<file path="config.mk">
export PLATFORM = sky130hd
export DESIGN_NAME = rr_arbiter8
export DESIGN_NICKNAME = d
export VERILOG_FILES = /design/src/rtl/arb_pkg.sv /design/src/rtl/rr_pick8.sv /design/src/rtl/rr_arbiter8.sv
export SDC_FILE = /design/constraint.sdc
export NUM_CORES = 1
export LEC_CHECK = 0
export CAP_MARGIN = 10
export CORE_MARGIN = 1
export CORE_UTILIZATION = 55
export CTS_BUF_LIST = sky130_fd_sc_hd__clkbuf_4 sky130_fd_sc_hd__clkbuf_8 sky130_fd_sc_hd__clkbuf_16
export DETAILED_ROUTE_END_ITERATION = 7
export DONT_BUFFER_PORTS = 1
export PLACE_DENSITY = 0.69
export SYNTH_ARGS = -nofsm -noshare
export SYNTH_HDL_FRONTEND = slang
export SYNTH_SLANG_ARGS = --single-unit
</file>
<file path="constraint.sdc">
create_clock -name clk -period 4.4 [get_ports clk]
set_clock_uncertainty 0.05 [all_clocks]
set_input_delay 0.88 -clock clk [delete_from_list [all_inputs] [get_ports clk]]
set_output_delay 0.88 -clock clk [all_outputs]
set_load 0.02 [all_outputs]
</file>
<file path="src/rtl/arb_pkg.sv">
// rtl/arb_pkg.sv - shared parameters and types for the 8-way round-robin arbiter
package arb_pkg;

  localparam int N        = 8;
  localparam int IDXW     = 3;
  localparam int MAX_HOLD = 16;

  typedef enum logic {
    IDLE  = 1'b0,
    GRANT = 1'b1
  } arb_state_t;

  typedef logic [N-1:0]    req_vec_t;
  typedef logic [IDXW-1:0] idx_t;

endpackage

</file>
<file path="src/rtl/rr_pick8.sv">
// rtl/rr_pick8.sv - rotating priority find with 8:3 encode
// Candidates are req with mask removed; the first set bit at or above ptr wins, wrapping 7 -> 0.
module rr_pick8
  import arb_pkg::*;
(
  input  req_vec_t req,
  input  req_vec_t mask,
  input  idx_t     ptr,
  output logic     found,
  output req_vec_t winner,
  output idx_t     winner_idx
);

  req_vec_t           cand;
  logic [2*N-1:0]     dbl;
  req_vec_t           rot;
  idx_t               off;

  always_comb begin
    cand  = req & ~mask;
    // rot[k] holds the candidate k places above ptr
    dbl   = {cand, cand};
    rot   = dbl[ptr +: N];
    found = 1'b0;
    off   = '0;
    for (int i = N - 1; i >= 0; i--) begin
      if (rot[i]) begin
        found = 1'b1;
        off   = idx_t'(i);
      end
    end
    winner_idx = ptr + off;
    winner     = found ? (req_vec_t'(1) << winner_idx) : '0;
  end

endmodule

</file>
<file path="src/rtl/rr_arbiter8.sv">
// rtl/rr_arbiter8.sv - 8-requester round-robin arbiter with registered one-hot and encoded grant
// Optional tenure limit with preemption is enabled by defining ARB_HOLD_LIMIT_EN.
module rr_arbiter8
  import arb_pkg::*;
(
  input  logic       clk,
  input  logic       rst,
  input  logic [7:0] req,
  output logic [7:0] gnt,
  output logic [2:0] gnt_idx,
  output logic       gnt_vld,
  output logic       preempt
);

  arb_state_t state_q, state_d;
  idx_t       ptr_q, ptr_d;
  req_vec_t   gnt_q, gnt_d;
  idx_t       gnt_idx_q, gnt_idx_d;
  logic       gnt_vld_q, gnt_vld_d;
  logic       take;

  req_vec_t   mask;
  logic       found;
  req_vec_t   winner;
  idx_t       winner_idx;

`ifdef ARB_HOLD_LIMIT_EN
  localparam logic [7:0] HOLD_LAST = 8'(MAX_HOLD - 1);
  logic [7:0] hold_cnt_q, hold_cnt_d;
  logic       preempt_q, preempt_d;
`endif

  // The current owner never competes when re-arbitrating, so it cannot regrant itself
  assign mask = (state_q == GRANT) ? gnt_q : '0;

  rr_pick8 u_pick (
    .req        (req),
    .mask       (mask),
    .ptr        (ptr_q),
    .found      (found),
    .winner     (winner),
    .winner_idx (winner_idx)
  );

  always_comb begin
    state_d   = state_q;
    ptr_d     = ptr_q;
    gnt_d     = gnt_q;
    gnt_idx_d = gnt_idx_q;
    gnt_vld_d = gnt_vld_q;
    take      = 1'b0;
`ifdef ARB_HOLD_LIMIT_EN
    hold_cnt_d = hold_cnt_q;
    preempt_d  = 1'b0;
`endif

    case (state_q)
      IDLE: begin
        take = found;
      end
      GRANT: begin
        if (!req[gnt_idx_q]) begin
          if (found) begin
            take = 1'b1;
          end else begin
            state_d   = IDLE;
            gnt_d     = '0;
            gnt_idx_d = '0;
            gnt_vld_d = 1'b0;
          end
        end
`ifdef ARB_HOLD_LIMIT_EN
        else if (hold_cnt_q == HOLD_LAST && found) begin
          take      = 1'b1;
          preempt_d = 1'b1;
        end else if (hold_cnt_q != HOLD_LAST) begin
          hold_cnt_d = hold_cnt_q + 8'd1;
        end
`endif
      end
      default: begin
        state_d = IDLE;
      end
    endcase

    if (take) begin
      state_d   = GRANT;
      gnt_d     = winner;
      gnt_idx_d = winner_idx;
      gnt_vld_d = 1'b1;
      ptr_d     = winner_idx + idx_t'(1);
`ifdef ARB_HOLD_LIMIT_EN
      hold_cnt_d = '0;
`endif
    end
  end

  always_ff @(posedge clk or posedge rst) begin
    if (rst) begin
      state_q   <= IDLE;
      ptr_q     <= '0;
      gnt_q     <= '0;
      gnt_idx_q <= '0;
      gnt_vld_q <= 1'b0;
    end else begin
      state_q   <= state_d;
      ptr_q     <= ptr_d;
      gnt_q     <= gnt_d;
      gnt_idx_q <= gnt_idx_d;
      gnt_vld_q <= gnt_vld_d;
    end
  end

`ifdef ARB_HOLD_LIMIT_EN
  always_ff @(posedge clk or posedge rst) begin
    if (rst) begin
      hold_cnt_q <= '0;
      preempt_q  <= 1'b0;
    end else begin
      hold_cnt_q <= hold_cnt_d;
      preempt_q  <= preempt_d;
    end
  end

  assign preempt = preempt_q;
`else
  assign preempt = 1'b0;
`endif

  assign gnt     = gnt_q;
  assign gnt_idx = gnt_idx_q;
  assign gnt_vld = gnt_vld_q;

endmodule

</file>
; Yosys cells after proc, flatten, opt, wreduce, memory -nomap -nowiden
; Index checks and enable logic that the tools add are counted.
[classes]
n_eq_ne = 2
reduce_logical = 2
shift = 2
n_lt_le_gt_ge = 1
mux = 38
n_addsub = 2
n_bitwise = 3
[ops]
columns = operator, n
row1 = $mux 8, 6
row2 = $mux 3, 12
row3 = $mux 1, 18
row4 = $shiftx 16x4->8, 1
row5 = $and 8x8->8, 1
row6 = $not 8->8, 1
row7 = $shl 1x3->8 const A, 1
row8 = $lt 3x4->1 const B, 1
row9 = $ne 2x2->1 const B, 2
row10 = $add 3x1->3 const B, 1
row11 = $add 3x3->3, 1
row12 = $bmux 1 s3, 1
row13 = $reduce_and 3->1, 1
row14 = $pmux 1 s2, 1
row15 = $reduce_bool 2->1, 1
row16 = $not 1->1, 1
[totals]
output_inout_bits = 13
in_bits = 10
wordCells = 55
reg_bits = 16

; Logic depth before layout (Yosys ltp)
[logic_depth]
ltp_word = 17
ltp_mapped = 16
ltp_nobuf = 14

; Cells and area by module
; Synthesis repeated with hierarchy kept, for this count alone.
[hier_totals]
cells_unflattened = 180
area_unflattened_um2 = 1741.7
[modules_own_cells]
columns = mod, area_per_inst_um2, cells_each, seq_area_each_um2, n_inst
row1 = rr_pick8, 915.9, 111, 0.0, 1
row2 = rr_arbiter8, 825.8, 69, 400.4, 1

; Worst setup path before layout
; Ideal clock, no wire load.
[synth_timing]
path_kind = input port to flip-flop
from = input req[6]
to = register ptr_q[2]
setup_slack_ns = 0.461
cell_stages = 13
required_time_ns = 4.222
setup_ns = 0.128
arrival_ns = 3.761
path_buffers = 0
cell_sequence = mux2i_1 > a21oi_1 > mux4_1 > a21oi_1 > o311ai_0 > and2_1 > ha_1 > fa_1 > xor2_1 > a21oi_1 > nor2_1 > ha_1 > mux2_1
[synth_between]
elab_chain_len = 13
word_cells_on_any_way = 25
cone_classes = add/sub: 2 / shift: 1 / mux: 21 / bitwise: 1
[synth_lines]
columns = item, line
row1 = "start, declared", rr_arbiter8.sv:8  ; input logic [7:0] req,
row2 = branches (longest 13 deep; another with $add 3x3->3), -
row3 = "end signal, assigned", rr_arbiter8.sv:107  ; ptr_q <= ptr_d;
row4 = "end, declared", rr_arbiter8.sv:16  ; idx_t ptr_q, ptr_d;
; Parallel ways; which one is timed is not known. The select of a mux whose other input is x is not followed.
; A chain may end at the register's enable or synchronous reset.

; Worst setup path in the final report
[layout_timing]
from = register ptr_q[0]
to = register ptr_q[2]
[layout_between]
elab_chain_len = 12
word_cells_on_any_way = 22
cone_classes = add/sub: 2 / shift: 1 / mux: 19
[layout_lines]
columns = item
row1 = branches (longest 12 deep; another with $add 3x3->3)
; Parallel ways; which one is timed is not known.

==> impl_metrics.toml <==
[run_status]
status = "completed"

[placement]
port_buffers = 0
place_congestion = 0.860
place_inst = 168
dp_hpwl_mm = 2.80
place_area_um2 = 1570

[detailed_routing]
viasPerCell = 6.58
vias = 1132
drt_pass1_iterations = 4
drt-total-wl_mm = 3.36
wl_met1_mm = 1.49
dr_wl_met3_um = 168
drtIter0Drc = 32
drc = 0
dr.max_layer_used = "met4"
drtAntennaViolNets = 0
route.met2.wl_mm = 1.69
avgRoutedWirePerCell_um = 19.6

[global_route]
grt_max_degree = 20
grt_pass1_wl_mm = 5.80
antenna_found_initial = 0
grt_overflow = 0
grt_pass1_vias = 1194
grt.total_usage_pct = 24.1

[synthesis]
synth.area.top_cells = "dfrtp_1, mux4_2, mux2i_1"
synth-seq-area-share_pct = 25.1
async_flop_share_pct = 100
yosys_warnings = 0
synth_top_area_cell = "dfrtp_1"
syn-cell-area_um2 = 1600
synth-seq-cells = 16
synth_nets = 161
synth_top_area_share_pct = 25.1
avgSynthCellArea_um2 = 11.1
synth_cell_types = 43
synthCells = 144
synthFlopType = "dfrtp_1"
synth_edf_count = 0

[timing]
timing.fmax_mhz = 251
post-route-period-util_pct = 90.6
hold_viol = 0
period_needed_ps = 3990
fin_setup_tns_ps = 0
slew_viol_final = 0
finalSetupViolCount = 0
rsz0062_at_grt = "false"
tightest_slew_ps = 601
slew_headroom_pct = 59.9

[cells_and_area]
nets = 159
antennaDiodeCount = 0
area_growth_pct = 1.02
final_area_um2 = 1610
fill_cells = 234
fin_cells = 172
mostFrequentLayoutCell = "dfrtp_1"
mostFrequentLayoutCells = "dfrtp_1, inv_1, mux2i_1, mux4_2, a21oi_1"
drive_above_1_share_pct = 24.8
final_core_util_pct = 58.4

[setup_path]
crit_fanout = 18
cp_common_cell = "ha_1"
worst_setup_path_start_kind = "flop"
crit_path_end_kind = "flop"
required_ps = 4530
critPathArrivalTime_ps = 4120
critPathMaxStageDelay_ps = 640
crit_type = "reg2reg"
crit_chain = "mux2_2, a21o_1, mux4_2, nand2b_1, o311ai_0, and2_1, ha_1, fa_1, xnor2_1, nor3_1, nor2_1, ha_1, mux2_1"
slowest_stage = "dfrtp_2"

[clocking]
cts_buffers = 3
cts_hold_buffers = 0
ctsHtreeMaxLevel = 1
cts.clk_slew.worst_paths_ps = 100
clk_latency_ps = 290
cts_buffer_depth = 2
root_buffer = "clkbuf_4"
cts_tree = "done"
clock_sinks = 16

[floorplanning]
core_um2 = 2760
num_rows = 19
ios = 23
fp.dieW_um = 55.9
die-area_um2 = 3120
initial_core_util_pct = 57.8
dieHeight_um = 55.9

[worst_hold_path]
hold_class = "in2async"

[job]
maxCapViolations = 0
[sequential cells by signal, summed over array words and instances (netlist names)]
name,cells
gnt,8
gnt_idx,3
gnt_vld,1
ptr_q,3
state_q,1
[critical path: cells and delay by family, from the launching register on]
kind | cells | cell delay [ps]
compound gates | 2 | 330
xor+xnor | 1 | 350
fa+ha+maj | 3 | 820
flops | 1 | 640
mux | 3 | 1190
simple gates | 4 | 490
[timing repair]
action,CTS,global route
setup buffers,0,0
endpoints found under the setup margin,0,2
endpoints found under the hold margin,0,0
resized for setup,0,1
[cell usage after synthesis, types with 2 or more instances]
cell type and instances:
inv_1 14, nand2b_1 2, nor2_1 3, mux2_1 2
mux2i_1 12, o32ai_1 4, dfrtp_1 16, nand2_1 6
mux2_2 7, and3_1 2, mux4_2 11, a21o_1 8
a21oi_1 10, buf_6 2, o211ai_2 4, nand3_1 2
ha_1 6, buf_2 2, or4_1 3, or3_1 3
nand4_1 2, o311ai_0 2
[worst paths after layout]
kind	startpoint	endpoint	slack [ps]	cells after the start
worst max-delay path	ptr_q[0]	ptr_q[2]	410	13
worst min-delay path	rst	gnt[4]	480	1
worst max register to register	ptr_q[0]	ptr_q[2]	410	13
worst min register to register	gnt_vld	gnt_vld	590	1
max in group asynchronous	rst	ptr_q[0]	3390	1
min in group clk	gnt_vld	gnt_vld	590	1
[routing by layer]
metal	vias up	global-route usage, %
li1	543	-
met3	4	7.44
met2	30	40.4
met5	-	0
met4	0	3.48
met1	555	31.7
[layout make-up]
type	instances	area (µm²)	share of cell area, %
multi-input combinational	104	1060	66.0
sequential	16	402	24.9
inverter	15	56.3	3.49
tap	31	38.8	2.41
clock buffer	4	36.3	2.25
timing repair buffer	2	15.0	0.932
[through the flow]
| stage | hold slack (ps) | setup WS, ps |
|---|---|---|
| 5_1_grt | 550 | 126 |
| 2_1_floorplan | 545 | 461 |
| 4_1_cts | 511 | 210 |
| 3_3_place_gp | 570 | 287 |
| 3_5_place_dp | 570 | 213 |
| 6_report | 484 | 414 |
[kinds of logic after synthesis]
group | synth area share, %
other cells | 0.235
compound gates | 16.4
fa+ha+maj | 5.96
simple gates | 11.0
buf+inv | 8.23
mux | 32.0
flops | 25.1
xor+xnor | 1.10
Power is left out: the tool's default activity adds up to more than one toggle a clock period on the data nets, which glitch-free logic cannot reach.
